$ cat src/rtl/stochastic_pkg.sv
`default_nettype none
// +-----------------------------------------------------------------------+
// | stochastic_pkg : shared widths and state encoding for stochastic path |
// | Revision 1.0                                                          |
// +-----------------------------------------------------------------------+
package stochastic_pkg;

  localparam int WIDTH_DEF  = 10;
  localparam int WINDOW_DEF = (1 << WIDTH_DEF) - 1;

  typedef enum logic [1:0] {
    ST_IDLE = 2'd0,
    ST_RUN  = 2'd1,
    ST_DONE = 2'd2
  } sng_state_t;

endpackage
`default_nettype wire

$ cat src/rtl/sng_window_if.sv
`default_nettype none
// +-----------------------------------------------------------------------+
// | sng_window_if : control, random-word and result bundle for sng_window |
// | Revision 1.0                                                          |
// +-----------------------------------------------------------------------+
interface sng_window_if
  import stochastic_pkg::*;
#(
  parameter int WIDTH = WIDTH_DEF
);

  logic             start;
  logic             abort;
  logic [WIDTH-1:0] value;
  logic [WIDTH-1:0] lfsr_in;
  logic             busy;
  logic             sbit;
  logic             sbit_valid;
  logic [WIDTH-1:0] count;
  logic             done;

  modport master (
    output start, abort, value, lfsr_in,
    input  busy, sbit, sbit_valid, count, done
  );

  modport slave (
    input  start, abort, value, lfsr_in,
    output busy, sbit, sbit_valid, count, done
  );

endinterface
`default_nettype wire

$ cat src/rtl/sng_cmp.sv
`default_nettype none
// +-----------------------------------------------------------------------+
// | sng_cmp : unsigned lfsr_in <= value_q comparator (one stochastic bit) |
// | Revision 1.0                                                          |
// +-----------------------------------------------------------------------+
module sng_cmp
  import stochastic_pkg::*;
#(
  parameter int WIDTH = WIDTH_DEF
) (
  input  logic [WIDTH-1:0] lfsr_in,
  input  logic [WIDTH-1:0] value_q,
  output logic             bit_out
);

  assign bit_out = (lfsr_in <= value_q);

endmodule
`default_nettype wire

$ cat src/rtl/sng_window.sv
`default_nettype none
// +-----------------------------------------------------------------------+
// | sng_window : stochastic number generator over one LFSR-period window  |
// | Revision 1.0                                                          |
// +-----------------------------------------------------------------------+
module sng_window
  import stochastic_pkg::*;
#(
  parameter int WIDTH  = WIDTH_DEF,
  parameter int WINDOW = WINDOW_DEF
) (
  input  logic          clk,
  input  logic          rst,
  sng_window_if.slave   bus
);

  localparam logic [WIDTH-1:0] LAST_CYC = WIDTH'(WINDOW - 1);

  sng_state_t       state, state_nxt;
  logic [WIDTH-1:0] value_q, value_nxt;
  logic [WIDTH-1:0] cyc_cnt, cyc_nxt;
  logic [WIDTH-1:0] acc, acc_nxt;
  logic [WIDTH-1:0] count_q, count_nxt;
  logic             sbit_q, sbit_nxt;
  logic             valid_q, valid_nxt;
  logic             done_q, done_nxt;
  logic             cmp_bit;

  sng_cmp #(
    .WIDTH (WIDTH)
  ) u_cmp (
    .lfsr_in (bus.lfsr_in),
    .value_q (value_q),
    .bit_out (cmp_bit)
  );

  always_ff @(posedge clk or posedge rst) begin
    if (rst) begin
      state   <= ST_IDLE;
      value_q <= '0;
      cyc_cnt <= '0;
      acc     <= '0;
      count_q <= '0;
      sbit_q  <= 1'b0;
      valid_q <= 1'b0;
      done_q  <= 1'b0;
    end else begin
      state   <= state_nxt;
      value_q <= value_nxt;
      cyc_cnt <= cyc_nxt;
      acc     <= acc_nxt;
      count_q <= count_nxt;
      sbit_q  <= sbit_nxt;
      valid_q <= valid_nxt;
      done_q  <= done_nxt;
    end
  end

  always_comb begin
    state_nxt = state;
    value_nxt = value_q;
    cyc_nxt   = cyc_cnt;
    acc_nxt   = acc;
    count_nxt = count_q;
    sbit_nxt  = 1'b0;
    valid_nxt = 1'b0;
    done_nxt  = 1'b0;
    case (state)
      ST_IDLE: begin
        if (bus.start) begin
          state_nxt = ST_RUN;
          value_nxt = bus.value;
          cyc_nxt   = '0;
          acc_nxt   = '0;
        end
      end
      ST_RUN: begin
        // Abort wins over completion and discards the partial accumulation.
        if (bus.abort) begin
          state_nxt = ST_IDLE;
        end else begin
          sbit_nxt  = cmp_bit;
          valid_nxt = 1'b1;
          acc_nxt   = acc + WIDTH'(cmp_bit);
          cyc_nxt   = cyc_cnt + WIDTH'(1);
          if (cyc_cnt == LAST_CYC) begin
            state_nxt = ST_DONE;
          end
        end
      end
      ST_DONE: begin
        count_nxt = acc;
        done_nxt  = 1'b1;
        state_nxt = ST_IDLE;
      end
      default: begin
        state_nxt = ST_IDLE;
      end
    endcase
  end

  assign bus.busy       = (state == ST_RUN);
  assign bus.sbit       = sbit_q;
  assign bus.sbit_valid = valid_q;
  assign bus.count      = count_q;
  assign bus.done       = done_q;

endmodule
`default_nettype wire

$ cat src/flat_wrapper.sv
// flat-port wrapper written by rule: the top's interface ports become plain ports
module sng_window_flat import stochastic_pkg::*;
#(
  parameter int WIDTH  = WIDTH_DEF,
  parameter int WINDOW = WINDOW_DEF
)
  (clk, rst, bus_start, bus_abort, bus_value, bus_lfsr_in, bus_busy, bus_sbit, bus_sbit_valid, bus_count, bus_done);
  sng_window_if #(.WIDTH(WIDTH)) bus_i ();
  input  logic clk;
  input  logic rst;
  input wire logic [$bits(bus_i.start)-1:0] bus_start;
  input wire logic [$bits(bus_i.abort)-1:0] bus_abort;
  input wire logic [$bits(bus_i.value)-1:0] bus_value;
  input wire logic [$bits(bus_i.lfsr_in)-1:0] bus_lfsr_in;
  output wire logic [$bits(bus_i.busy)-1:0] bus_busy;
  output wire logic [$bits(bus_i.sbit)-1:0] bus_sbit;
  output wire logic [$bits(bus_i.sbit_valid)-1:0] bus_sbit_valid;
  output wire logic [$bits(bus_i.count)-1:0] bus_count;
  output wire logic [$bits(bus_i.done)-1:0] bus_done;
  assign bus_i.start = bus_start;
  assign bus_i.abort = bus_abort;
  assign bus_i.value = bus_value;
  assign bus_i.lfsr_in = bus_lfsr_in;
  assign bus_busy = bus_i.busy;
  assign bus_sbit = bus_i.sbit;
  assign bus_sbit_valid = bus_i.sbit_valid;
  assign bus_count = bus_i.count;
  assign bus_done = bus_i.done;
  sng_window #(.WIDTH(WIDTH), .WINDOW(WINDOW)) u_core (.clk(clk), .rst(rst), .bus(bus_i));
endmodule
$ cat config.mk
export PLATFORM = sky130hd
export DESIGN_NAME = sng_window_flat
export DESIGN_NICKNAME = d
export VERILOG_FILES = /design/src/rtl/stochastic_pkg.sv /design/src/rtl/sng_window_if.sv /design/src/rtl/sng_cmp.sv /design/src/rtl/sng_window.sv /design/src/flat_wrapper.sv
export SDC_FILE = /design/constraint.sdc
export NUM_CORES = 1
export LEC_CHECK = 0
export ABC_AREA = 1
export CAP_MARGIN = 20
export CORE_MARGIN = 2
export CORE_UTILIZATION = 35
export CTS_CLUSTER_SIZE = 16
export DETAILED_ROUTE_END_ITERATION = 10
export GPL_TIMING_DRIVEN = 0
export PLACE_DENSITY = 0.6
export SLEW_MARGIN = 20
export SYNTH_ARGS = -nofsm -noshare
export SYNTH_HDL_FRONTEND = slang
export SYNTH_SLANG_ARGS = --single-unit
$ cat constraint.sdc
create_clock -name clk -period 2.14 [get_ports clk]
set_clock_uncertainty 0.1 [all_clocks]
set_input_delay 0.428 -clock clk [delete_from_list [all_inputs] [get_ports clk]]
set_output_delay 0.428 -clock clk [all_outputs]
set_load 0.01 [all_outputs]
==> results_dict.tcl <==
set metrics [dict create \
    status "finished, violations left" \
    violations "DRC" \
    grt_pass1_vias 1926 \
    report.final.slew_viol_count 0 \
    core_area_sq_um 6420 \
    setup_viol 0 \
    clk_latency_ns 0.31 \
    fin_util_pct 49.3 \
    vias 1965 \
    fin_nets 380 \
    grt_pass1_wl_mm 8.84 \
    ys_warn_count 0 \
    instances_no_fill 420 \
    crit_family "buffers and inverters" \
    tightest_slew_ns 0.502 \
    synthFlopType "dfrtp_1" \
    n_antenna_cell 0 \
    dp_hpwl_mm 3.67 \
    clock_path_buffers 2 \
    ys_ff_latch 45 \
    cp_num_buf_inv 3 \
    placed_cells 407 \
    clock.fmax_ghz 0.490 \
    period_needed_ns 2.04 \
    rows 29 \
    hold_violations 0 \
    yosysTopAreaCell "dfrtp_1" \
    tritoncts "done" \
    die_h_um 85.9 \
    synth_area_per_cell_sq_um 8.03 \
    power.total_mw 2.09 \
    yosys-top-cells-count "nand2_1 (78), inv_1 (46), dfrtp_1 (45)" \
    multi_input_area_sq_um 1200 \
    arrival_ns 2.19 \
    area_growth_pct 35.0 \
    drt_pass1_iterations 9 \
    ys_types 25 \
    critPathKind "in2reg" \
    ant_nets 0 \
    netlist_area_sq_um 2350 \
    h-tree-depth 2 \
    cts_root_buf "clkbuf_8" \
    crit_path_top_delay_cell "clkdlybuf4s50_1" \
    viasPerCell 4.68 \
    cts.sinks 45 \
    fillers 618 \
    synth_edf_count 0 \
    rsz0062_at_grt "yes" \
    min_path_type "in2async" \
    numCtsBuffers 5 \
    wl_mm 4.97 \
    cpPeakStageDelay_ns 0.46 \
    relSlewSlack_pct 66.5 \
    seqCellArea_sq_um 1130 \
    synthTopCellsByArea "dfrtp_1 (48%), nand2_1 (12%), ha_1 (7.5%)" \
    ctsHoldBuffers 0 \
    ys_seq_area_share_pct 48.0 \
    avgRoutedWirePerCell_um 11.8 \
    ioPinCount 38 \
    gp_congestion 0.809 \
    start_util_pct 36.5 \
    grt_max_degree 24 \
    vdd_ir_drop_max_mv 0.300 \
    end_kind "register" \
    fp.dieW_um 85.9 \
    worstPathRequired_ns 2.29 \
    overflow 0 \
    crit_path_start_kind "input port" \
    antenna_found_initial 0 \
    synth.most_common_cell "nand2_1" \
    p_per_area_nw_per_um2 661 \
    io_buffers 37 \
    synth_cells 292 \
    fin_setup_tns_ns 0 \
    drt_iter0_drc 67 \
    die_area_sq_um 7370 \
    path_max_fanout 2 \
    leakage_nw 1.50 \
    synth_top_cell_area_share_pct 48.0 \
    drive_gt1_share_pct 18.7 \
    path_cells "clkdlybuf4s50_1 > inv_1 > ha_4 > o21bai_1 > nand3_2 > nand3_2 > nand2_2 > ha_4 > nand2_4 > nor2_4 > buf_4 > nand3_1 > nand2_1 > a21oi_2" \
    drc_errors 4 \
    cap_violations 0 \
    grt_usage_pct 14.9 \
    finalCritPeriodShare_pct 95.4 \
    synth_nets 330 \
    synthArstFlopShare_pct 100 \
    path_clk_slew_ns 0.10 \
]
area by class of cell:
type	instances	area share, %
buffer	6	1.26
clock buffer	5	2.17
timing repair buffer	43	13.5
tap	77	3.04
inverter	48	5.69
clock inverter	3	0.790
sequential	45	35.6
multi-input combinational	193	38.0
path summary, 6_finish.rpt:
path,start,endpoint,slack [ns],depth (start not counted)
worst max register to register,u_core.value_q[9]$_DFFE_PP0P_,u_core.acc[9]$_DFFE_PP0P_,0.13,13
max in group asynchronous,rst,u_core.cyc_cnt[3]$_DFFE_PP0P_,1.07,3
worst max-delay path,bus_lfsr_in[0],u_core.acc[6]$_DFFE_PP0P_,0.1,14
min in group clk,u_core.bus.count[4]$_DFFE_PP0P_,u_core.bus.count[4]$_DFFE_PP0P_,0.38,2
worst min register to register,u_core.bus.count[4]$_DFFE_PP0P_,u_core.bus.count[4]$_DFFE_PP0P_,0.38,2
worst min-delay path,rst,u_core.bus.done$_DFF_PP0_,0.36,2
worst register-to-register path: stages (launching register included):
cell	delay [ns]
dfrtp_1	0.39
inv_2	0.08
ha_4	0.21
a21o_1	0.16
nor2_2	0.12
nand3_2	0.09
nand2_2	0.10
ha_4	0.15
nand2_4	0.07
nor2_4	0.18
nand4_4	0.10
nand2_1	0.08
nand2_1	0.05
nor2_1	0.09
power by group:
group | internal, mW | switching [mW] | leakage, nW
logic | 0.249 | 0.309 | 0.851
clock network | 0.236 | 0.318 | 0.0447
registers | 0.925 | 0.0568 | 0.606
total | 1.41 | 0.683 | 1.50
flip-flops by register name, summed over array words and instances, names as in the netlist:
signal,count
u_core.state,2
u_core.bus.sbit_valid,1
u_core.bus.count,10
u_core.value_q,10
u_core.acc,10
u_core.bus.done,1
u_core.cyc_cnt,10
u_core.bus.sbit,1
what timing repair did:
action / CTS / global route
resized for setup: 30 / 24
buffers inserted: 2 / 3
pin swaps: 20 / 25
setup endpoints to repair: 8 / 8
stage by stage:
stage | instance area, sq um | setup WS [ns] | hold slack [ns]
after floorplan | 2350 | 0.117 | 0.353
after global placement | 2810 | -0.561 | 0.358
after detailed placement | 2830 | -0.607 | 0.360
after CTS | 3040 | 0.0117 | 0.380
after global routing | 3170 | -0.0457 | 0.417
final | 3170 | 0.0986 | 0.357
placed cells by master, fill, tap and decap left out, types with 7 or more instances in the layout:
cell and n:
a21oi_1 8, clkdlybuf4s50_1 27, dfrtp_1 45, dlygate4sd2_1 7
ha_4 8, inv_1 39, inv_2 9, nand2_1 70
nand2_2 7, nand3_1 10, nand4_1 8, nor2_1 16
o21ai_0 26
cell families after synthesis:
logic type	Yosys count	synth area share, %
adders and majority gates	14	7.47
buffers and inverters	54	9.39
and+or+nand+nor	134	24.9
AOI/OAI and AO/OA	45	10.3
DFF	45	48.0
metal layers:
| metal | GRT usage [%] | routed length [um] |
|---|---|---|
| met1 | 20.3 | 2390 |
| met2 | 24.3 | 2370 |
| met3 | 2.60 | 135 |
| met4 | 4.47 | 77 |
| met5 | 0 | 0 |
Note: power is estimated with default switching activity, not from simulation.
==> patch, RTL diff (same flow settings) <==
`WIDTH_DEF`: 10 -> 11.
--- a/src/rtl/stochastic_pkg.sv
+++ b/src/rtl/stochastic_pkg.sv
@@ -5,7 +5,7 @@
 // +-----------------------------------------------------------------------+
 package stochastic_pkg;
 
-  localparam int WIDTH_DEF  = 10;
+  localparam int WIDTH_DEF  = 11;
   localparam int WINDOW_DEF = (1 << WIDTH_DEF) - 1;
 
   typedef enum logic [1:0] {
Ports: changed (resized bus_count, bus_lfsr_in and bus_value); port bits go from 38 to 41. The function was not compared with the original's and may differ.
==> patch against the unedited design <==
  * The flow finishes with violations (setup timing)
  * Register-to-register slack got worse by 210 ps
  * Via count rose by 14%
  * Total power rose by 4.3%
  * Critical path type unchanged
  * Synthesized area rose by 9.1%
  * Sequential power rose by 7%
  * Wire length rose by 15%
  * Worst setup slack got worse by 190 ps
  * Highest routed layer unchanged
  * Die area rose by 8.6%
  * Design area rose by 10%
  * Sequential cell count rose by 4
==> patch: results (changes against the unedited design) <==
DRT Wirelength 5.69 mm (+15%); vias per cell 4.60 (-1.7%); reg2reg start u_core.value_q[10]; Synth Area in Adders 0.0733 (-0.00132); first-pass GRT wire length 9.88 mm (+12%); Pleak 0.00166 uW (+10%); Initial DRT Pass Iterations 4 (-5); Seq/Total Area, Yosys 0.479 (-0.000782); Area after DPL 3240 um^2 (+14%); status finished with violations; worst r2r dst u_core.acc[10]; post-synthesis compound-gate area fraction 0.0905 (-0.0125); reg-to-reg setup timing slack -80 ps (-210 ps); Peak VDD IR 0.241 mV (-20%); failing checks setup timing; final setup vio count 5 (+5); slowest stage cell on the critical path dlygate4sd2_1; Final nets 428 (+13%); DRT iter0 DRCs 69 (+3.0%); fin worst setup slack -92.4 ps (-191 ps); layout cell share with drive strength beyond 1 0.175 (-0.0113); placed cell count 470 (+15%); Post-DP HPWL 4.21 mm (+15%); GPL Wtd Cong 0.834 (+3.1%); worst path arrival time 2330 ps (+140 ps); Unique masters post-synth 22 (-12%); largest net degree at the start of global routing 34 (+42%); cell family with most CP delay simple AND/OR/NAND/NOR gates; final hold slack 330 ps (-26.8 ps); total global routing track utilization 0.161 (+0.0115); synthesized area per cell 7.75 um^2 (-3.5%)
patch: cell families after synthesis:
| logic type | count (synthesis) |
|---|---|
| adder cells (fa/ha/maj) | 15 |
| AO/OA/AOI/OAI | 45 |
| buffers and inverters | 61 |
| AND/OR/NAND/NOR | 160 |
| flip-flops | 49 |
patch: metrics by stage:
step | setup TNS (ps) | util | setup slack [ps]
after floorplan | -2.47 | - | -2.47
after global placement | -33750 | 0.449 | -719
after detailed placement | -5600 | 0.452 | -756
after CTS | -176 | 0.475 | -111
after global routing | -1440 | 0.486 | -229
final | -288 | 0.486 | -92.4
patch: what timing repair did:
action,4_1_cts,5_1_grt
pin swaps,20,21
gates resized for setup,26,22
cloned,0,0
setup buffers,5,4
endpoints found under the setup margin,10,10
endpoints found under the hold margin,0,0
patch: cell type report:
type,count,area [um^2]
Buffer,8,45.0
Clock inverter,3,22.5
Fill cell,704,3690
Inverter,53,201
Tap cell,99,124
Multi-Input combinational cell,220,1320
Sequential cell,49,1230
Clock buffer,5,68.8
Timing Repair Buffer,50,484
patch: metal layers:
metal,track usage,vias to the layer above,routed length (um)
met1,0.200,1039,2740
met3,0.0314,11,149
li1,-,1159,-
met5,0,-,0
met2,0.274,30,2650
met4,0.0624,0,150
patch: worst max-delay path by stage:
stage	slack, ps	end	from
floorplan	-2	u_core.acc[10]	bus_lfsr_in[10]
global placement	-720	u_core.acc[10]	bus_lfsr_in[9]
detailed placement	-760	u_core.acc[10]	bus_lfsr_in[9]
CTS	-110	u_core.acc[10]	u_core.value_q[8]
global route	-230	u_core.acc[10]	u_core.value_q[9]
finish	-90	u_core.acc[10]	bus_lfsr_in[9]
patch: power by group:
group          internal, uW  switching, uW
clock network           230            327
logic                   255            321
registers              1000           49.7
